`config.mk`:
```
export PLATFORM = sky130hd
export DESIGN_NAME = mult_seq_ctrl
export DESIGN_NICKNAME = d
export VERILOG_FILES = /design/src/rtl/mult_seq_ctrl.sv
export SDC_FILE = /design/constraint.sdc
export NUM_CORES = 1
export LEC_CHECK = 0
export BUFFER_PORTS_ARGS = -buffer_cell sky130_fd_sc_hd__buf_4
export CAP_MARGIN = 30
export CORE_ASPECT_RATIO = 0.6
export CORE_MARGIN = 4
export CORE_UTILIZATION = 61
export DETAILED_ROUTE_END_ITERATION = 10
export PLACE_DENSITY = 0.85
export RECOVER_POWER = 50
export SLEW_MARGIN = 20
export SYNTH_ARGS = -nofsm -noshare
export SYNTH_HDL_FRONTEND = slang
export SYNTH_SLANG_ARGS = --single-unit
```
`constraint.sdc`:
```
create_clock -name clk -period 10.2 [get_ports clk]
set_input_delay 2.04 -clock clk [delete_from_list [all_inputs] [get_ports clk]]
set_output_delay 2.04 -clock clk [all_outputs]
set_load 0.05 [all_outputs]
```
`src/rtl/mult_seq_ctrl.sv`:
```
// Sequential OP_W x OP_W unsigned multiplier controller. It builds the product
// from D*D partial products of 2-bit digits, using one external 2x2 multiplier.
module mult_seq_ctrl #(
    parameter int OP_W = 8
) (
    input  logic                clk,
    input  logic                rst,
    input  logic                start,
    input  logic                abort,
    input  logic [OP_W-1:0]     a_in,
    input  logic [OP_W-1:0]     b_in,
    output logic                busy,
    output logic                done,
    output logic [2*OP_W-1:0]   product,
    output logic [1:0]          mul_a,
    output logic [1:0]          mul_b,
    input  logic [3:0]          mul_p,
    output logic [1:0]          state_dbg
);

    // Handshake: start is accepted only while busy=0 (IDLE). A start seen while
    // busy=1 is dropped, not queued. done pulses for one cycle with product valid,
    // and the next start can be presented in the cycle right after done.

    localparam int D     = OP_W / 2;
    localparam int IDX_W = (D > 1) ? $clog2(D) : 1;
    localparam logic [IDX_W-1:0] LAST_IDX = IDX_W'(D - 1);

    localparam logic [1:0] IDLE = 2'd0;
    localparam logic [1:0] RUN  = 2'd1;
    localparam logic [1:0] DONE = 2'd2;

    logic [1:0]          state;
    logic [OP_W-1:0]     a_reg;
    logic [OP_W-1:0]     b_reg;
    logic [2*OP_W-1:0]   acc;
    logic [2*OP_W-1:0]   term;
    logic [2*OP_W-1:0]   acc_next;
    logic [IDX_W-1:0]    i_idx;
    logic [IDX_W-1:0]    j_idx;
    logic [IDX_W+1:0]    shamt;
    logic                last_step;

    // Digit weight is 4^(i+j), i.e. a left shift by 2*(i+j).
    always_comb begin
        shamt     = {({1'b0, i_idx} + {1'b0, j_idx}), 1'b0};
        term      = '0;
        term[3:0] = mul_p;
        term      = term << shamt;
        acc_next  = acc + term;
        last_step = (i_idx == LAST_IDX) && (j_idx == LAST_IDX);
    end

    always_comb begin
        mul_a = 2'b00;
        mul_b = 2'b00;
        if (state == RUN) begin
            mul_a = a_reg[{i_idx, 1'b0} +: 2];
            mul_b = b_reg[{j_idx, 1'b0} +: 2];
        end
    end

    assign busy      = (state != IDLE);
    assign done      = (state == DONE);
    assign state_dbg = state;

    always_ff @(posedge clk) begin
        if (rst) begin
            state   <= IDLE;
            a_reg   <= '0;
            b_reg   <= '0;
            acc     <= '0;
            product <= '0;
            i_idx   <= '0;
            j_idx   <= '0;
        end else begin
            case (state)
                IDLE: begin
                    if (start) begin
                        a_reg <= a_in;
                        b_reg <= b_in;
                        acc   <= '0;
                        i_idx <= '0;
                        j_idx <= '0;
                        state <= RUN;
                    end
                end
                RUN: begin
                    if (abort) begin
                        state <= IDLE;
                        i_idx <= '0;
                        j_idx <= '0;
                    end else begin
                        acc <= acc_next;
                        if (last_step) begin
                            product <= acc_next;
                            state   <= DONE;
                            i_idx   <= '0;
                            j_idx   <= '0;
                        end else if (j_idx == LAST_IDX) begin
                            j_idx <= '0;
                            i_idx <= i_idx + 1'b1;
                        end else begin
                            j_idx <= j_idx + 1'b1;
                        end
                    end
                end
                DONE: state <= IDLE;
                default: state <= IDLE;
            endcase
        end
    end

endmodule
```
* Yosys cells after proc, flatten, opt, wreduce, memory -nomap -nowiden *
Index checks and enable logic that the tools add are counted.

word-level totals
  output and inout bits = 24
  input port bits = 24
  logic and storage cells = 51
  flip-flop bits (word level) = 54

operators by class
  reduce and logical (&&, ||, !) cells = 10
  equality and inequality tests = 8
  muxes and demuxes = 18
  bitwise operators = 1
  add/sub/neg operators = 4
  shift-type cells = 3

operator list
  kind                 number
  $mux 16              2
  $pmux 16 s2          1
  $mux 2               12
  $add 16x16->16       1
  $shiftx 8x4->2       2
  $shl 4x4->16         1
  $pmux 2 s2           3
  $reduce_and 3->1     3
  $eq 2x2->1 const B   3
  $reduce_and 2->1     3
  $add 2x1->2 const B  2
  $ne 2x2->1 const B   2
  $ne 4x3->1 const B   1
  $reduce_bool 2->1    2
  $add 2x2->3          1
  $ne 3x3->1 const B   1
  $eq 2x1->1 const B   1
  $logic_not 2->1      1
  $logic_and 1x1->1    1
  $not 1->1            1

* Depth between registers and ports, before layout *
  depth after elaboration = 5
  gate-level depth with buffers = 15
  depth with buffers taken out = 13

* Worst setup path before layout *
Ideal clock, no wire load.

  path kind = input port to flip-flop
  start point = input port mul_p[0]
  end point = register product[14]
  stages on the path = 11
  required time = 10.114 ns
  slack = 6.170 ns
  path buffers = 0
  data arrival time = 3.945 ns
  setup time = 0.086 ns
  path through = nand2b_1 -> nor2_1 -> a31oi_1 -> nor2b_1 -> ha_1 -> a21oi_1 -> o21ai_1 -> o41ai_4 -> a22oi_1 -> xnor2_1 -> a211oi_1

between the ends
  longest elaborated chain between the ends = 2

RTL lines
  what                  RTL line  text
  start, declared       17        input logic [3:0] mul_p,
  $shl 4x4->16          49        term = term << shamt;
  $add 16x16->16        50        acc_next = acc + term;
  end signal, assigned  96        product <= acc_next;
  end, declared         14        output logic [2*OP_W-1:0] product,

No other way between the ends.
A chain may end at the register's enable or synchronous reset.

* Worst setup path after layout *
  start point = input port mul_p[0]
  end point = register product[15]

The elaborated chain is that of the path after synthesis.

==> metrics.csv <==
stage,metric,value,unit
status,outcome,completed,
routing,Iter 0 DRT Violations,264,
worst_setup_path,Setup crit end kind,register,
synthesis,Post-Synth Simple-Gate Area,0.234,
floorplan,full die area,0.00610,mm2
worst_setup_path,arrival time worst endpoint,4340,ps
worst_setup_path,CP Cell Sequence,buf_4 -> mux2i_1 -> nor2_1 -> ha_1 -> a21oi_1 -> o22ai_1 -> nor4_1 -> a21oi_1 -> xor2_1 -> a211oi_1,
power_and_ir_drop,sw power,0.108,mW
synthesis,"Net Count, Synth",406,
power_and_ir_drop,Static Leak,1.35,nW
sta,Slew @ Worst Pin,1020,ps
floorplan,Starting Density,0.643,
worst_setup_path,RR Endpoint,product[15],
routing,vias post-DR,2771,
clocking,clk_lat worst skew,320,ps
sta,Peak Freq,0.244,GHz
synthesis,Mapped Cells,362,
cells_and_area,Reg area,0.00108,mm2
routing,drt wl/cell,16.8,um
global_routing,met1 usage in global routing,0.422,
clocking,Clock Path Buffers,2,
synthesis,sequential-to-total area share from yosys stat,0.363,
sta,count of final hold-check violations,0,
worst_setup_path,CP Max Fanout,4,
power_and_ir_drop,Internal,0.307,mW
power_and_ir_drop,Power Total,0.414,mW
synthesis,Post-Syn Area,0.00298,mm2
floorplan,Core ar.,0.00464,mm2
global_routing,largest net degree at the start of global routing,55,
placed_design,Buffers on Ports,47,
worst_setup_path,crit path launch type,primary input,
sta,count of final setup violators,0,
synthesis,"Distinct cells, synth",48,
power_and_ir_drop,clock group share of total power,0.367,
cells_and_area,Layout Nets,442,
power_and_ir_drop,combinational power share,0.105,
clocking,Resize count post-CTS,0,
global_routing,Top Usage Layer GRT,met1,
sta,Slew HR,0.319,
synthesis,area share of fa/ha/maj cells after synthesis,0.0890,
worst_setup_path,crit path from,mul_p[0],
clocking,CTS sink count,54,
worst_setup_path,R2R depth,12,
cells_and_area,layout cells sized above 1,0.125,
placed_design,DPL Wire Length,5860,um
clocking,CTS Hold Bufs,0,
min_path,Worst Hold Class,register to register,
sta,"Slew Viols, Final",0,
power_and_ir_drop,Net Sw Frac,0.260,
sta,Fin Hold WS,458,ps
clocking,CTS Buf Count,5,
placed_design,routability congestion estimate,0.914,
synthesis,mux contribution to synthesized area,0.0370,
worst_setup_path,Critical Path Sink,product[15],
cells_and_area,largest registers,"acc x16, product x16",
synthesis,xor-xnor portion of the synthesized cell area,0.0412,
clocking,"CTS clk-pin slew, worst paths",100,ps
worst_setup_path,Reg2Reg Setup Slack,6550,ps
cells_and_area,multi-input logic area,0.00180,mm2
cells_and_area,Layout fillers,395,
synthesis,Async SR Flop Fraction,0,
global_routing,global route overflow,0,
synthesis,complex-gate fraction of the synthesized area,0.205,
synthesis,Ys Warns,0,
routing,Remaining DRCs,0,
power_and_ir_drop,sequential power share,0.527,
cells_and_area,post-synthesis to final-layout area growth,13.4,%
clocking,depth of the CTS H-tree,2,
routing,DR pass1 iterations,5,
global_routing,met3 Usage GRT,0.0817,
global_routing,GRT Total Usage,0.254,
synthesis,most used flip-flop cell after synthesis,dfxtp_1,
flow_run,Max Cap Viol,0,
worst_setup_path,"Largest stage delay, worst path",360,ps
power_and_ir_drop,Power per Cell Area,123,mW/mm2
floorplan,Chip Height,62.1,um
sta,min Tclk post-route,4100,ps
global_routing,initial antenna violation count,0,
global_routing,first-pass GRT wire length,12500,um
floorplan,Die X,98.2,um
routing,number of vias per cell,6.00,
sta,Setup Skew,13.9,ps
synthesis,flop and latch count out of synthesis,54,
clocking,CTS tree,done,
clocking,"Setup Fix Bufs, Post-CTS",0,
sta,Sum Neg Setup Slack,0,ps
sta,RSZ-0062 raised after global routing,no,
synthesis,largest family of logic cells by synthesized area,simple AND/OR/NAND/NOR gates,
floorplan,Rows,19,
floorplan,Top Ports,48,
cells_and_area,Inserted Diodes,0,
synthesis,syn avg cell area,8.23,um2
global_routing,met2 usage,0.305,
clocking,root buffer cell,clkbuf_8,
worst_setup_path,crit path kind,primary input to register,
sta,part of the cycle the worst path needs,0.402,
worst_setup_path,CP max-delay cell,ha_1,
global_routing,number of global-route vias before repair,2393,
synthesis,Post-synth EDFFs,0,
routing,Post-Route WL,7770,um
power_and_ir_drop,VDD IR-drop max,0.0000666,V
worst_setup_path,Worst EP required,10440,ps
worst_setup_path,dominant cell type by count on the critical path,a21oi_1,
routing,DRT antenna net count,0,
worst_setup_path,reg2reg start,j_idx[0],
==> synthesized netlist by cell type (3+ instances only) <==
cell / number / area [um2]
nor2b_1: 10 / 62.6
nand2_1: 62 / 233
nand3_1: 10 / 50.1
clkbuf_1: 13 / 48.8
ha_1: 18 / 225
a21oi_1: 41 / 205
buf_2: 4 / 20.0
dfxtp_1: 54 / 1080
nor3_1: 6 / 30.0
xor2_1: 6 / 52.6
nand2b_1: 5 / 31.3
or2_2: 3 / 18.8
a31oi_1: 3 / 18.8
o21bai_1: 3 / 22.5
xnor2_1: 8 / 70.1
mux4_2: 4 / 90.1
a21o_1: 3 / 22.5
and3_1: 4 / 25.0
inv_1: 6 / 22.5
o21ai_0: 13 / 65.1
a22oi_1: 8 / 60.1
a211oi_1: 6 / 45.0
nor2_1: 36 / 135
==> stage by stage <==
stage | util | area [um2] | worst slack [ps] | instances
2_1_floorplan | - | 2980 | 6170 | 362
5_1_grt | 0.729 | 3380 | 5870 | 462
6_report | 0.729 | 3380 | 6100 | 462
3_3_place_gp | 0.720 | 3340 | 5860 | 454
4_1_cts | 0.745 | 3460 | 6150 | 462
3_5_place_dp | 0.720 | 3340 | 5810 | 454
==> power by group through the flow <==
| stage | Combinational [mW] | Clock, mW | Sequential, mW |
|---|---|---|---|
| 6_report | 0.0436 | 0.152 | 0.219 |
| 5_1_grt | 0.0481 | 0.164 | 0.219 |
| 4_1_cts | 0.0438 | 0.154 | 0.219 |
| 3_5_place_dp | 0.0437 | 0 | 0.223 |
| 3_3_place_gp | 0.0425 | 0 | 0.223 |
| 2_1_floorplan | 0.0272 | 0 | 0.223 |
==> kinds of logic (layout without fill, tap and decap cells) <==
| logic type | count (synthesis) | after routing |
|---|---|---|
| xor gates and xnor gates | 14 | 14 |
| AOI/OAI and AO/OA | 94 | 94 |
| buffers and inverters | 24 | 61 |
| muxes | 6 | 6 |
| DFF | 54 | 54 |
| adders and majority gates | 20 | 20 |
| and+or+nand+nor | 150 | 150 |
==> critical path: cells and delay by family <==
| family | cells | cell delay, ps |
|---|---|---|
| buffers and inverters | 1 | 110 |
| XOR/XNOR | 1 | 200 |
| AO/OA/AOI/OAI | 4 | 800 |
| AND/OR/NAND/NOR | 2 | 470 |
| adder cells (fa/ha/maj) | 1 | 360 |
| multiplexers | 1 | 350 |
==> worst min-delay path by stage <==
stage | startpoint | to | slack (ps) | depth (start not counted)
CTS | product[5] | product[5] | 460 | 2
global placement | b_reg[5] | b_reg[5] | 440 | 2
floorplan | acc[10] | acc[10] | 430 | 2
detailed placement | product[5] | product[5] | 450 | 2
finish | product[5] | product[5] | 460 | 2
global route | b_reg[0] | b_reg[0] | 480 | 2
==> metal layers <==
| metal | share of wire | vias to the layer above |
|---|---|---|
| met5 | 0 | - |
| met4 | 0.0044 | 0 |
| met3 | 0.12 | 8 |
| met2 | 0.37 | 141 |
| met1 | 0.51 | 1280 |
| li1 | - | 1342 |
==> layout make-up <==
type	count	area share
tap	63	0.0233
clock buffer	5	0.0204
clock inverter	3	0.0144
inverter	6	0.00667
timing repair buffer	47	0.0822
multi-input combinational	284	0.533
sequential	54	0.320
==> cells in the final DEF (no fill, tap or decap), drive strengths merged, types with 5 or more instances in the layout <==
cell type and count:
nor3 7, nand2b 5, xor2 6, a21oi 41, nand3 10, xnor2 8, nand2 62, inv 7
ha 18, nor2 37, o21ai 15, clkbuf 25, dfxtp 54, a22oi 8, a211oi 6, buf 27
nor2b 10
Note: power is estimated with default switching activity, not from simulation.
